## config.mk

```make
export PLATFORM = sky130hd
export DESIGN_NAME = conv_kernel_1x2x8_sched
export DESIGN_NICKNAME = d
export VERILOG_FILES = /design/src/rtl/conv_kernel_1x2x8_sched_pkg.sv /design/src/rtl/conv_kernel_1x2x8_sched_tag_delay.sv /design/src/rtl/conv_kernel_1x2x8_sched.sv
export SDC_FILE = /design/constraint.sdc
export NUM_CORES = 1
export LEC_CHECK = 0
export ABC_AREA = 1
export BUFFER_PORTS_ARGS = -buffer_cell sky130_fd_sc_hd__buf_2
export CAP_MARGIN = 5
export CORE_ASPECT_RATIO = 2
export CORE_MARGIN = 1.5
export CORE_UTILIZATION = 50
export DETAILED_ROUTE_END_ITERATION = 8
export PLACE_DENSITY = 0.69
export SYNTH_ARGS = -nofsm -noshare
export SYNTH_HDL_FRONTEND = slang
export SYNTH_SLANG_ARGS = --single-unit
```

## constraint.sdc

```tcl
create_clock -name clk -period 3.3 [get_ports clk]
set_clock_uncertainty 0.1 [all_clocks]
set_input_delay 0.165 -clock clk [delete_from_list [all_inputs] [get_ports clk]]
set_output_delay 0.165 -clock clk [all_outputs]
set_load 0.01 [all_outputs]
```

## src/rtl/conv_kernel_1x2x8_sched_pkg.sv

```systemverilog
// Shared types and defaults for the 1x2x8 conv kernel sequencer.
package conv_kernel_1x2x8_sched_pkg;

    localparam int unsigned DEF_RD_LAT   = 1;
    localparam int unsigned DEF_PIPE_LAT = 6;
    localparam int unsigned DEF_CIG_W    = 8;
    localparam int unsigned DEF_PIX_W    = 16;
    localparam int unsigned DEF_COP_W    = 8;
    localparam int unsigned DEF_WA_W     = 16;

    typedef struct packed {
        logic                 valid;
        logic                 first;
        logic                 last;
        logic [DEF_PIX_W-1:0] pix;
        logic [DEF_COP_W-1:0] cop;
    } tag_t;

    localparam int unsigned TAG_W = $bits(tag_t);

    typedef enum logic [1:0] {
        StIdle,
        StRun,
        StDrain,
        StDone
    } state_e;

endpackage

```

## src/rtl/conv_kernel_1x2x8_sched_tag_delay.sv

```systemverilog
// Fixed-depth shift register carrying issue tags alongside the free-running kernel pipeline.
module conv_kernel_1x2x8_sched_tag_delay
    import conv_kernel_1x2x8_sched_pkg::*;
#(
    parameter int unsigned DEPTH = 1,
    parameter int unsigned WIDTH = TAG_W
) (
    input  logic             clk,
    input  logic             rst,
    input  logic [WIDTH-1:0] din,
    output logic [WIDTH-1:0] dout
);

    logic [WIDTH-1:0] sr_q [DEPTH];

    always_ff @(posedge clk) begin
        if (rst) begin
            for (int i = 0; i < DEPTH; i++) begin
                sr_q[i] <= '0;
            end
        end else begin
            sr_q[0] <= din;
            for (int i = 1; i < DEPTH; i++) begin
                sr_q[i] <= sr_q[i-1];
            end
        end
    end

    assign dout = sr_q[DEPTH-1];

endmodule

```

## src/rtl/conv_kernel_1x2x8_sched.sv

```systemverilog
// Layer sequencer: walks (cop, pix, cig) issuing one buffer read per cycle and tags the
// kernel pipeline so the accumulator knows when to load, add and emit.
module conv_kernel_1x2x8_sched
    import conv_kernel_1x2x8_sched_pkg::*;
#(
    parameter int unsigned RD_LAT   = DEF_RD_LAT,
    parameter int unsigned PIPE_LAT = DEF_PIPE_LAT,
    parameter int unsigned CIG_W    = DEF_CIG_W,
    parameter int unsigned PIX_W    = DEF_PIX_W,
    parameter int unsigned COP_W    = DEF_COP_W,
    parameter int unsigned WA_W     = DEF_WA_W
) (
    input  logic             clk,
    input  logic             rst,
    input  logic             start,
    input  logic [CIG_W-1:0] cfg_num_cig,
    input  logic [PIX_W-1:0] cfg_num_pix,
    input  logic [COP_W-1:0] cfg_num_cop,
    input  logic             src_ready,
    output logic             busy,
    output logic             done,
    output logic             rd_en,
    output logic [CIG_W-1:0] rd_cig,
    output logic [PIX_W-1:0] rd_pix,
    output logic [WA_W-1:0]  wgt_addr,
    output logic [COP_W-1:0] bias_addr,
    output logic             bias_valid,
    output logic             ofm_valid,
    output logic             ofm_first,
    output logic             ofm_last,
    output logic [PIX_W-1:0] ofm_pix,
    output logic [COP_W-1:0] ofm_cop
);

    localparam int unsigned DRAIN_CYC = RD_LAT + PIPE_LAT;
    localparam int unsigned DRAIN_W   = $clog2(DRAIN_CYC + 1);

    state_e             state_q, state_d;
    logic [CIG_W-1:0]   num_cig_q, num_cig_d, cig_q, cig_d;
    logic [PIX_W-1:0]   num_pix_q, num_pix_d, pix_q, pix_d;
    logic [COP_W-1:0]   num_cop_q, num_cop_d, cop_q, cop_d;
    logic [WA_W-1:0]    base_q, base_d;
    logic [DRAIN_W-1:0] drain_q, drain_d;

    logic last_cig, last_pix, last_cop;
    tag_t tag_in, bias_tap, ofm_tap;

    assign last_cig = (cig_q == num_cig_q - CIG_W'(1));
    assign last_pix = (pix_q == num_pix_q - PIX_W'(1));
    assign last_cop = (cop_q == num_cop_q - COP_W'(1));

    always_comb begin
        state_d   = state_q;
        num_cig_d = num_cig_q;
        num_pix_d = num_pix_q;
        num_cop_d = num_cop_q;
        cig_d     = cig_q;
        pix_d     = pix_q;
        cop_d     = cop_q;
        base_d    = base_q;
        drain_d   = drain_q;
        case (state_q)
            StIdle: begin
                if (start) begin
                    num_cig_d = (cfg_num_cig == '0) ? CIG_W'(1) : cfg_num_cig;
                    num_pix_d = (cfg_num_pix == '0) ? PIX_W'(1) : cfg_num_pix;
                    num_cop_d = (cfg_num_cop == '0) ? COP_W'(1) : cfg_num_cop;
                    cig_d     = '0;
                    pix_d     = '0;
                    cop_d     = '0;
                    base_d    = '0;
                    state_d   = StRun;
                end
            end
            StRun: begin
                if (src_ready) begin
                    if (!last_cig) begin
                        cig_d = cig_q + CIG_W'(1);
                    end else begin
                        cig_d = '0;
                        if (!last_pix) begin
                            pix_d = pix_q + PIX_W'(1);
                        end else begin
                            pix_d = '0;
                            if (!last_cop) begin
                                // Running base replaces a cop*num_cig multiply.
                                cop_d  = cop_q + COP_W'(1);
                                base_d = base_q + WA_W'(num_cig_q);
                            end else begin
                                cop_d   = '0;
                                base_d  = '0;
                                drain_d = '0;
                                state_d = StDrain;
                            end
                        end
                    end
                end
            end
            StDrain: begin
                if (drain_q == DRAIN_W'(DRAIN_CYC - 1)) begin
                    state_d = StDone;
                end else begin
                    drain_d = drain_q + DRAIN_W'(1);
                end
            end
            StDone: begin
                state_d = StIdle;
            end
            default: begin
                state_d = StIdle;
            end
        endcase
    end

    always_ff @(posedge clk) begin
        if (rst) begin
            state_q   <= StIdle;
            num_cig_q <= '0;
            num_pix_q <= '0;
            num_cop_q <= '0;
            cig_q     <= '0;
            pix_q     <= '0;
            cop_q     <= '0;
            base_q    <= '0;
            drain_q   <= '0;
        end else begin
            state_q   <= state_d;
            num_cig_q <= num_cig_d;
            num_pix_q <= num_pix_d;
            num_cop_q <= num_cop_d;
            cig_q     <= cig_d;
            pix_q     <= pix_d;
            cop_q     <= cop_d;
            base_q    <= base_d;
            drain_q   <= drain_d;
        end
    end

    assign rd_en     = (state_q == StRun) && src_ready;
    assign busy      = (state_q == StRun) || (state_q == StDrain);
    assign done      = (state_q == StDone);
    assign rd_cig    = rd_en ? cig_q : '0;
    assign rd_pix    = rd_en ? pix_q : '0;
    assign wgt_addr  = rd_en ? (base_q + WA_W'(cig_q)) : '0;
    assign bias_addr = rd_en ? cop_q : '0;

    // Bubbles enter as all-zero tags, so every delayed field is 0 whenever valid is 0.
    always_comb begin
        tag_in = '0;
        if (rd_en) begin
            tag_in.valid = 1'b1;
            tag_in.first = (cig_q == '0);
            tag_in.last  = last_cig;
            tag_in.pix   = pix_q;
            tag_in.cop   = cop_q;
        end
    end

    conv_kernel_1x2x8_sched_tag_delay #(
        .DEPTH(RD_LAT),
        .WIDTH(TAG_W)
    ) u_bias_tap (
        .clk (clk),
        .rst (rst),
        .din (tag_in),
        .dout(bias_tap)
    );

    conv_kernel_1x2x8_sched_tag_delay #(
        .DEPTH(PIPE_LAT),
        .WIDTH(TAG_W)
    ) u_ofm_tap (
        .clk (clk),
        .rst (rst),
        .din (bias_tap),
        .dout(ofm_tap)
    );

    assign bias_valid = bias_tap.valid & bias_tap.first;
    assign ofm_valid  = ofm_tap.valid;
    assign ofm_first  = ofm_tap.first;
    assign ofm_last   = ofm_tap.last;
    assign ofm_pix    = ofm_tap.pix;
    assign ofm_cop    = ofm_tap.cop;

endmodule
```

==> results by group, run 1 <==
Synthesis
  • Post-synth cell types: 44
  • Post-synthesis sequential area ratio: 0.467
  • Avg Inst Size Synth: 7.19 um2
  • Yosys warnings: 0
  • Dominant synthesized flop cell: dfxtp_1
  • Post-synth top cells: nor2_1, inv_1, nand2_1
  • Area contributors post-synth: dfxtp_1, nor2_1, inv_1
  • Share of the synthesized area in the top cell type: 0.467
  • Synth Instances: 1,633
  • Most common cell in the synthesized netlist: nor2_1
  • Ys async rst share: 0
  • Mapped cell area: 0.0117 mm2
  • Synth area leader: dfxtp_1
  • Yosys reg bits: 274
  • Number of flops mapped to enable cells by yosys: 0
  • Synth Net Count: 1,701

Setup path
  • Critical path's slowest cell: fa_1
  • Slowest stage delay, CP: 0.38 ns
  • Setup slack, reg-to-reg: 0.52 ns
  • CP Launch Type: flip-flop
  • Crit path kind: flip-flop to primary output
  • Worst-path cell chain: ha_1 > fa_1 > nand2_1 > inv_1 > o21a_1 > nor2_1 > o21ai_0 > nand2_1 > inv_1 > nand2_1 > nand2_1 > a21oi_1 > buf_2
  • CP max FO: 5
  • Most used cell, CP: nand2_1
  • Crit end category: primary output
  • CP Data Required Time: 3.03 ns
  • Crit path arrival time: 2.77 ns

Route
  • WL per Instance: 12.8 um
  • First-pass iteration count of the detailed router: 5
  • Total number of vias: 9,980
  • Initial drt markers: 446
  • Drt total wl: 26,500 um
  • Antenna Violating Nets Remaining: 0
  • Residual DRC: 0
  • DR vias/cell: 4.81

Floorplanning
  • Die width: 111 um
  • Row count: 79
  • Chip height: 220 um
  • # IOs: 115
  • Starting density of the core: 0.507
  • Core area: 0.0231 mm2
  • Total die area: 0.0245 mm2

Timing
  • Final setup viols: 0
  • Setup tns final: 0 ns
  • Worst slew margin: 0.573
  • FMAX: 0.329 GHz
  • Slew Limit Fails: 0
  • Period minus WS final: 3.04 ns
  • Slew of the pin with the lowest slew margin: 0.638 ns
  • Hold Fails Final Rpt: 0
  • Unrepaired setup endpoints after global routing: false
  • WHS: 0.0465 ns
  • Tcrit/Tclk final: 0.920

CTS
  • Clock sink total: 274
  • Post-CTS Setup Inserts: 0
  • Resized cells post-CTS: 0
  • Htree depth: 1
  • CTS Hold Buffers Added: 40
  • Clock Tree Root: clkbuf_16
  • CTS tree: built
  • Cts bufs inserted: 24
  • CTS clk-pin slew, worst paths: 0.07 ns
  • Clk_lat worst skew: 0.53 ns
  • Clk buf depth: 3

Flow run
  • Total of max-cap violations: 0

Finish
  • Fraction of layout cells with a size suffix above 1: 0.113
  • Inserted Diodes: 0
  • Area grow syn2layout: 17.8%
  • NumNets Final: 1,840

Power
  • P_leak: 0.00611 uW
  • Worst VDD drop: 0.000699 V
  • Pwr Density: 670 mW/mm2

Global routing
  • Vias in the first global route: 9,400
  • Antenna violations before repair: 0
  • First-pass GRT wire length: 43,400 um
  • Largest net degree at the start of global routing: 133
  • GRT overflow: 0
  • GRT Total Usage: 0.216

Placed design
  • Routability cong.: 0.913
  • Port Buf Inserts: 114
  • HPWL after DPL: 19,300 um

Run status
  • Status: finished clean

Worst hold path
  • Worst min path class: input port to flip-flop
final timing paths:
kind                                         start                          endpoint  cells past startpoint
setup / recovery             cig_q[0]$_SDFFE_PP0P_                      wgt_addr[10]                     13
hold / removal                               start         num_cig_q[6]$_SDFFE_PP0P_                      4
setup reg to reg         num_pix_q[0]$_SDFFE_PP0P_             cop_q[2]$_SDFFE_PP0P_                     14
hold reg to reg   u_ofm_tap.sr_q[3][11]$_SDFF_PP0_  u_ofm_tap.sr_q[4][11]$_SDFF_PP0_                      2
sequential cells by signal (all words and copies together) (netlist names):
| signal | flops |
|---|---|
| u_ofm_tap.sr_q | 162 |
| u_bias_tap.sr_q | 27 |
| base_q | 16 |
| num_pix_q | 16 |
| pix_q | 16 |
| cig_q | 8 |
| cop_q | 8 |
| num_cig_q | 8 |
| num_cop_q | 8 |
| drain_q | 3 |
| state_q | 2 |
final cells by class:
| type | instances | area, um2 |
|---|---|---|
| Fill cell | 2204 | 9300 |
| Inverter | 293 | 1100 |
| Clock inverter | 13 | 226 |
| Clock buffer | 31 | 667 |
| Sequential cell | 274 | 5490 |
| Multi-Input combinational cell | 1013 | 4920 |
| Tap cell | 283 | 354 |
| Timing Repair Buffer | 166 | 1080 |
layer usage:
| metal | wire [um] | part of all wire | global-route usage |
|---|---|---|---|
| met1 | 10600 | 0.40 | 0.228 |
| met4 | 1040 | 0.039 | 0.0949 |
| met3 | 725 | 0.027 | 0.0176 |
| met2 | 14200 | 0.54 | 0.428 |
| met5 | 0 | 0 | 0 |
cell usage in the layout (no fill, tap or decap), types with 8 or more instances in the layout:
master / netlist / layout
buf_2: 5 / 113
nor3_1: 26 / 26
nand3_1: 76 / 76
ha_1: 30 / 30
buf_4: 3 / 11
inv_1: 287 / 287
dlygate4sd3_1: 0 / 40
clkbuf_16: 0 / 24
o21ai_0: 37 / 37
a21oi_1: 60 / 60
nand4_1: 17 / 17
a211oi_1: 10 / 10
nor4_1: 8 / 8
nor2_1: 355 / 355
dfxtp_1: 274 / 274
xor2_1: 30 / 30
a21oi_2: 8 / 8
xnor2_1: 16 / 16
nand2_1: 282 / 282
nand3b_1: 9 / 9
power by group:
group	switching [uW]	total [uW]	internal, uW
Clock	1240	3090	1850
Sequential	192	3650	3460
Combinational	1710	2520	813
Total	3140	9260	6120
metrics by stage:
step	std cells	util	cell area (um2)	worst slack [ns]	total power (uW)
final	2073	0.598	13800	0.262	9260
after floorplan	1633	-	11700	1.13	5610
after CTS	2073	0.598	13800	0.243	9340
after detailed placement	1989	0.542	12500	0.541	6200
after global placement	1989	0.542	12500	0.633	6180
after global routing	2073	0.598	13800	0.0471	9810
logic make-up after synthesis:
logic type,Yosys count,synth area share
buf+inv,346,0.114
compound gates,132,0.0646
fa+ha+maj,32,0.0354
xor+xnor,46,0.0343
simple gates,803,0.285
flops,274,0.467
critical path, delay by kind of cell, from the launching register on:
kind / cells / cell delay, ns
compound gates: 3 / 0.50
fa+ha+maj: 2 / 0.63
buf+inv: 3 / 0.27
flops: 1 / 0.37
simple gates: 5 / 0.47
(Power assumes the default switching activity.)
==> run 2, diff against run 1 <==
ABC_AREA = default   (was 1)
==> run 2 against run 1 <==
- the run now ends with hold timing left
- combinational power down 17%
- flip-flop and latch count stayed put
- largest power group unchanged
- synthesized cell count decreased by 25%
- final area decreased by 4.2%
==> results by group, run 2 <==
Timing
  • FMAX: 0.315 GHz (-4.4%)
  • Unrepaired setup endpoints after global routing: false
  • Slew of the pin with the lowest slew margin: 0.903 ns (+0.265 ns)
  • Worst slew margin: 0.397 (-0.177)
  • WHS: -0.00781 ns (-0.0544 ns)
  • Tcrit/Tclk final: 0.963 (+0.0425)
  • Period minus WS final: 3.18 ns (+0.140 ns)
  • Setup tns final: 0 ns (unchanged)
  • Slew Limit Fails: 0 (unchanged)
  • Final setup viols: 0 (unchanged)
  • Hold Fails Final Rpt: 7 (+7)

Finish
  • Area grow syn2layout: 19.0%
  • Final cell count without fillers: 1,642 (-21%)
  • Final instance area: 0.0132 mm2 (-4.2%)
  • NumNets Final: 1,417 (-23%)
  • Fillers: 1,898 (-14%)
  • Max FFs per register: 162 (unchanged)
  • Inserted Diodes: 0 (unchanged)
  • Most common cell after layout, fill and taps aside: dfxtp_1
  • Fraction of layout cells with a size suffix above 1: 0.157 (+0.0433)
  • Most frequent cells in the layout: dfxtp_1, nor2b_1, buf_2
  • Largest Register: u_ofm_tap.sr_q
  • Largest regs: u_ofm_tap.sr_q (162), u_bias_tap.sr_q (27)

Setup path
  • Worst reg2reg path depth: 9 (-5)
  • Worst R2R End: base_q[7]$_SDFFE_PP0P_
  • Crit path kind: flip-flop to flip-flop
  • CP Data Required Time: 3.65 ns (+0.62 ns)
  • Worst r2r src: num_pix_q[1]$_SDFFE_PP0P_
  • Crit path arrival time: 3.53 ns (+0.76 ns)
  • CP max FO: 22 (+17)
  • CP Launch Type: flip-flop
  • Setup slack, reg-to-reg: 0.12 ns (-0.40 ns)
  • Crit end category: flip-flop

Power
  • Sequential share of power: 0.420 (+0.025)
  • Tot Pwr: 8510 uW (-8.1%)
  • Psw: 2670 uW (-15%)
  • Pint: 5830 uW (-4.7%)
  • Comb power frac: 0.247 (-0.025)
  • Sw Ratio: 0.314 (-0.0246)
  • P_leak: 0.00557 uW (-8.9%)
  • Pwr Density: 642 mW/mm2 (-4.1%)
  • Worst VDD drop: 0.000538 V (-23%)
  • Clock power share: 0.333 (about the same)

Global routing
  • GRT Total Usage: 0.209 (-0.00697)
  • Vias in the first global route: 8,347 (-11%)
  • Antenna violations before repair: 0 (unchanged)
  • Largest net degree at the start of global routing: 97 (-27%)
  • First-pass GRT wire length: 39,400 um (-9.2%)
  • GRT overflow: 0 (unchanged)

CTS
  • Htree depth: 1 (unchanged)
  • Clock sink total: 274 (unchanged)
  • Clk_lat worst skew: 0.53 ns (about the same)
  • Clk buf depth: 3 (unchanged)
  • CTS clk-pin slew, worst paths: 0.07 ns (about the same)
  • Cts bufs inserted: 24 (unchanged)
  • Clock Tree Root: clkbuf_16
  • CTS tree: built

Run status
  • Failing checks: hold timing
  • Status: finished with violations

Synthesis
  • Most common cell in the synthesized netlist: dfxtp_1
  • Mapped cell area: 0.0111 mm2 (-5.1%)
  • Synth area leader: dfxtp_1
  • Synth Instances: 1,219 (-25%)
  • Post-synth cell types: 64 (+45%)
  • Yosys reg bits: 274 (unchanged)
  • Number of flops mapped to enable cells by yosys: 0 (unchanged)
  • Post-synth top cells: dfxtp_1, nor2b_1, nand2_1
  • Ys async rst share: 0 (unchanged)
  • Synth Net Count: 1,287 (-24%)
  • Area contributors post-synth: dfxtp_1, nor2b_1, and3_1
  • Dominant synthesized flop cell: dfxtp_1
  • Yosys warnings: 0 (unchanged)
  • Share of the synthesized area in the top cell type: 0.493 (+0.0254)
  • Post-synthesis sequential area ratio: 0.493 (+0.0254)
  • Avg Inst Size Synth: 9.13 um2 (+27%)

Route
  • Initial drt markers: 441 (-1.1%)
  • Residual DRC: 0 (unchanged)
  • First-pass iteration count of the detailed router: 6 (+1)
  • WL per Instance: 14.7 um (+15%)
  • DR vias/cell: 5.34 (+11%)
  • Drt total wl: 24,100 um (-9.0%)
  • Total number of vias: 8,769 (-12%)
  • Antenna Violating Nets Remaining: 0 (unchanged)

Placed design
  • Port Buf Inserts: 114 (unchanged)
  • Placed cell count: 1,565 (-21%)
  • HPWL after DPL: 16,600 um (-14%)
  • Dpl cell area: 0.0120 mm2 (-3.9%)
  • Routability cong.: 0.909 (-0.44%)

Worst hold path
  • Worst min path class: input port to flip-flop
  • Cells on Worst Hold Path: 2 (-2)
  • Hold_sp: rst
  • Worst Hold Path EP: u_ofm_tap.sr_q[3][6]$_SDFF_PP0_

Floorplanning
  • # IOs: 115 (unchanged)
  • Core area: 0.0220 mm2 (-5.0%)
  • Chip height: 214 um (-2.6%)
  • Total die area: 0.0232 mm2 (-5.0%)
  • Row count: 77 (-2.5%)
  • Starting density of the core: 0.507 (-0.000636)
  • Die width: 109 um (-2.5%)

Flow run
  • Total of max-cap violations: 0 (unchanged)
-- run 2: cell types whose count changed after synthesis, sizes merged, moves of 28 or more --
cell and change:
clkbuf +28, nor2 -293, nand3 -56, nand2 -189, inv -265, nor2b +170
and3 +64
-- run 2: how the worst max path moves through the flow --
stage / startpoint / end / slack [ns] / cells after the start
final: num_pix_q[1]$_SDFFE_PP0P_ / base_q[7]$_SDFFE_PP0P_ / 0.12 / 9
after global routing: cig_q[0]$_SDFFE_PP0P_ / wgt_addr[14] / 0.01 / 11
after CTS: num_pix_q[0]$_SDFFE_PP0P_ / base_q[7]$_SDFFE_PP0P_ / 0.03 / 11
after detailed placement: num_pix_q[0]$_SDFFE_PP0P_ / base_q[7]$_SDFFE_PP0P_ / -0.004 / 9
after global placement: num_pix_q[0]$_SDFFE_PP0P_ / base_q[6]$_SDFFE_PP0P_ / 0.08 / 9
after floorplan: num_pix_q[0]$_SDFFE_PP0P_ / base_q[6]$_SDFFE_PP0P_ / 0.28 / 9
-- run 2: layer usage --
layer,global-route usage,share of wire,vias to the layer above
met5,0,0,-
met4,0.103,0.045,0
met3,0.0259,0.039,63
met2,0.385,0.53,209
met1,0.227,0.38,4100
li1,-,-,4397
-- run 2: kinds of logic after synthesis --
family / count (synthesis) / share of synthesized area
xor+xnor: 69 / 0.0543
compound gates: 181 / 0.0975
simple gates: 551 / 0.275
buf+inv: 104 / 0.0361
flops: 274 / 0.493
fa+ha+maj: 32 / 0.0373
mux: 8 / 0.00753
-- run 2: area by class of cell --
class	count	area (um2)	area share
inverters	25	93.8	0.00708
flip-flops and latches	274	5490	0.414
repair buffers	183	1210	0.0917
clock buffers	33	676	0.0510
multi-input cells	841	5300	0.400
clock inverters	10	123	0.00926
well taps	276	345	0.0261
-- run 2: worst max-delay path: stages, from the launching register on --
cell and delay (ns):
dfxtp_1 0.34, or4_4 0.56, or4_4 0.45, mux2_2 0.25, a31oi_2 0.13, nor4_4 0.36
a21oi_2 0.12, buf_12 0.16, or4_1 0.47, a21oi_1 0.17
-- run 2: repair_timing --
item	CTS	global route
hold buffers	33	0
pin swaps	1	2
buffers inserted	1	0
resized for setup	5	9
hold endpoints to repair	32	0
setup endpoints to repair	8	26
-- run 2: power by group through the flow --
stage	logic, uW	clock network, uW	registers, uW
6_report	2100	2830	3580
5_1_grt	2320	3030	3590
4_1_cts	2080	2900	3570
3_5_place_dp	2030	0	3650
3_3_place_gp	2000	0	3640
2_1_floorplan	1410	0	3600
-- run 2: through the flow --
stage	worst slack, ns	utilization
final	0.122	0.603
after global routing	0.0102	0.603
after detailed placement	-0.00442	0.549
after global placement	0.0823	0.549
after floorplan	0.277	-
after CTS	0.0253	0.601
==> run 3, diff against run 2 <==
PLACE_DENSITY = default   (was 0.69)
PLACE_DENSITY_LB_ADDON = 0.05   (was default)
==> run 3 against run 2 <==
- the run now ends clean
- critical path type unchanged
- non-clock buffer count increased by 9
- routed wire length increased by 4.7%
- largest cell class unchanged
- via count about the same
- highest routed layer unchanged
==> results by group, run 3 (synthesized netlist as in run 2, its figures left out) <==
Power
  • Clock power share: 0.331 (-0.002)
  • Pwr Density: 648 mW/mm2 (+0.92%)
  • Comb power frac: 0.258 (+0.011)
  • Sequential share of power: 0.411 (-0.009)
  • Worst VDD drop: 0.000629 V (+17%)
  • Psw: 2710 uW (+1.2%)
  • Sw Ratio: 0.312 (-0.00268)
  • Pint: 5970 uW (+2.4%)
  • P_leak: 0.00566 uW (+1.7%)
  • Tot Pwr: 8680 uW (+2.0%)

Setup path
  • Crit end category: flip-flop
  • Setup slack, reg-to-reg: 0.12 ns (about the same)
  • Worst-path cell chain: or4_4 > or4_4 > mux2_2 > a31oi_2 > nor4_4 > a21oi_2 > buf_12 > or4_1 > a21oi_1
  • Critical path's slowest cell: or4_4
  • Crit path kind: flip-flop to flip-flop
  • Worst R2R End: base_q[2]$_SDFFE_PP0P_
  • CP Launch Type: flip-flop
  • Worst r2r src: num_pix_q[1]$_SDFFE_PP0P_
  • Worst reg2reg path depth: 9 (unchanged)
  • CP max FO: 22 (unchanged)
  • CP Data Required Time: 3.66 ns (about the same)
  • Crit path arrival time: 3.53 ns (about the same)
  • Most used cell, CP: or4_4
  • Slowest stage delay, CP: 0.56 ns (about the same)

Floorplanning
  • # IOs: 115 (unchanged)
  • Row count: 77 (unchanged)
  • Core area: 0.0220 mm2 (unchanged)
  • Die width: 109 um (unchanged)
  • Starting density of the core: 0.507 (unchanged)
  • Chip height: 214 um (unchanged)
  • Total die area: 0.0232 mm2 (unchanged)

CTS
  • Htree depth: 1 (unchanged)
  • Cts bufs inserted: 24 (unchanged)
  • Clock Tree Root: clkbuf_16
  • CTS tree: built
  • Clock sink total: 274 (unchanged)
  • Clk_lat worst skew: 0.53 ns (about the same)
  • Clk buf depth: 3 (unchanged)
  • CTS clk-pin slew, worst paths: 0.07 ns (about the same)

Global routing
  • GRT Total Usage: 0.220 (+0.0114)
  • Largest net degree at the start of global routing: 81 (-16%)
  • First-pass GRT wire length: 40,900 um (+3.9%)
  • GRT overflow: 0 (unchanged)
  • Antenna violations before repair: 0 (unchanged)
  • Vias in the first global route: 8,358 (+0.13%)

Timing
  • Slew of the pin with the lowest slew margin: 0.978 ns (+0.0752 ns)
  • Hold Fails Final Rpt: 0 (-7)
  • Worst slew margin: 0.347 (-0.0502)
  • Period minus WS final: 3.18 ns (-0.00175 ns)
  • Slew Limit Fails: 0 (unchanged)
  • FMAX: 0.315 GHz (about the same)
  • Tcrit/Tclk final: 0.962 (about the same)
  • Final setup viols: 0 (unchanged)

Finish
  • Most common cell after layout, fill and taps aside: dfxtp_1
  • Largest Register: u_ofm_tap.sr_q
  • Area grow syn2layout: 20.3%
  • Max FFs per register: 162 (unchanged)
  • Largest regs: u_ofm_tap.sr_q (162), u_bias_tap.sr_q (27)
  • Final cell count without fillers: 1,651 (+0.55%)
  • Fillers: 1,938 (+2.1%)
  • Most frequent cells in the layout: dfxtp_1, nor2b_1, buf_2
  • Area of the multi-input gates: 0.00533 mm2 (+0.57%)
  • Inserted Diodes: 0 (unchanged)
  • Register area: 0.00549 mm2 (about the same)
  • NumNets Final: 1,426 (+0.64%)
  • Fraction of layout cells with a size suffix above 1: 0.165 (+0.00843)

Route
  • Antenna Violating Nets Remaining: 0 (unchanged)
  • Total number of vias: 8,763 (-0.068%)
  • Initial drt markers: 401 (-9.1%)
  • WL per Instance: 15.3 um (+4.1%)
  • DR vias/cell: 5.31 (-0.61%)
  • First-pass iteration count of the detailed router: 7 (+1)
  • Drt total wl: 25,300 um (+4.7%)
  • Residual DRC: 0 (unchanged)

Flow run
  • Total of max-cap violations: 0 (unchanged)

Worst hold path
  • Hold_sp: start
  • Worst Hold Path EP: state_q[1]$_SDFFE_PP0P_
  • Worst min path class: input port to flip-flop
  • Cells on Worst Hold Path: 4 (+2)

Placed design
  • Routability cong.: 0.899 (-1.2%)
  • Port Buf Inserts: 114 (unchanged)
  • HPWL after DPL: 17,200 um (+3.5%)
  • Placed cell count: 1,572 (+0.45%)

Run status
  • Status: finished clean
run 3: power groups by stage:
stage,clock [uW],combinational (uW),sequential [uW]
after global placement,0,2120,3640
after floorplan,0,1410,3600
after CTS,2950,2180,3570
after global routing,3090,2450,3590
after detailed placement,0,2130,3640
final,2870,2240,3570
run 3: critical path: cells and delay by family, from the launching register on:
family / cells / cell delay [ns]
and+or+nand+nor: 4 / 1.86
AOI/OAI and AO/OA: 3 / 0.39
DFF: 1 / 0.34
muxes: 1 / 0.25
buffers and inverters: 1 / 0.17
run 3: what timing repair did:
| item | CTS | global route |
|---|---|---|
| gates resized for setup | 4 | 16 |
| cloned | 0 | 0 |
| hold buffers | 36 | 0 |
| endpoints found under the setup margin | 8 | 18 |
| setup buffers | 0 | 0 |
| hold endpoints to repair | 34 | 0 |
| pin swaps | 0 | 7 |
run 3: area by class of cell:
cell class                 instances  share of cell area
sequential                       274               0.410
multi-input combinational        841               0.398
timing repair buffer             192              0.0982
clock buffer                      35              0.0533
tap                              276              0.0258
clock inverter                     8             0.00747
inverter                          25             0.00701
run 3: per-stage QoR:
step / area [um2] / TNS, ns / util / hold slack (ns) / setup WS, ns
after floorplan: 11100 / 0 / - / 0.201 / 0.277
after global placement: 12100 / 0 / 0.552 / 0.316 / 0.0722
after detailed placement: 12100 / 0 / 0.552 / 0.322 / 0.0346
after CTS: 13300 / 0 / 0.606 / 0.112 / 0.000739
after global routing: 13400 / -0.00959 / 0.610 / 0.113 / -0.00959
final: 13400 / 0 / 0.610 / 0.105 / 0.124
run 3: routing by layer:
metal  up-vias  track usage  part of all wire
met5         -            0                 0
met1      4086        0.241              0.39
met3        65       0.0271             0.034
met2       195        0.410              0.54
li1       4417            -                 -
met4         0       0.0974             0.040
run 3: worst max path at each step:
stage	startpoint	to	slack, ns	cells past startpoint
6_report	num_pix_q[1]$_SDFFE_PP0P_	base_q[2]$_SDFFE_PP0P_	0.12	9
5_1_grt	num_pix_q[1]$_SDFFE_PP0P_	base_q[7]$_SDFFE_PP0P_	-0.01	11
4_1_cts	cig_q[0]$_SDFFE_PP0P_	wgt_addr[12]	0.0007	11
3_5_place_dp	num_pix_q[0]$_SDFFE_PP0P_	base_q[5]$_SDFFE_PP0P_	0.03	11
3_3_place_gp	num_pix_q[0]$_SDFFE_PP0P_	base_q[5]$_SDFFE_PP0P_	0.07	11
2_1_floorplan	num_pix_q[0]$_SDFFE_PP0P_	base_q[6]$_SDFFE_PP0P_	0.28	9
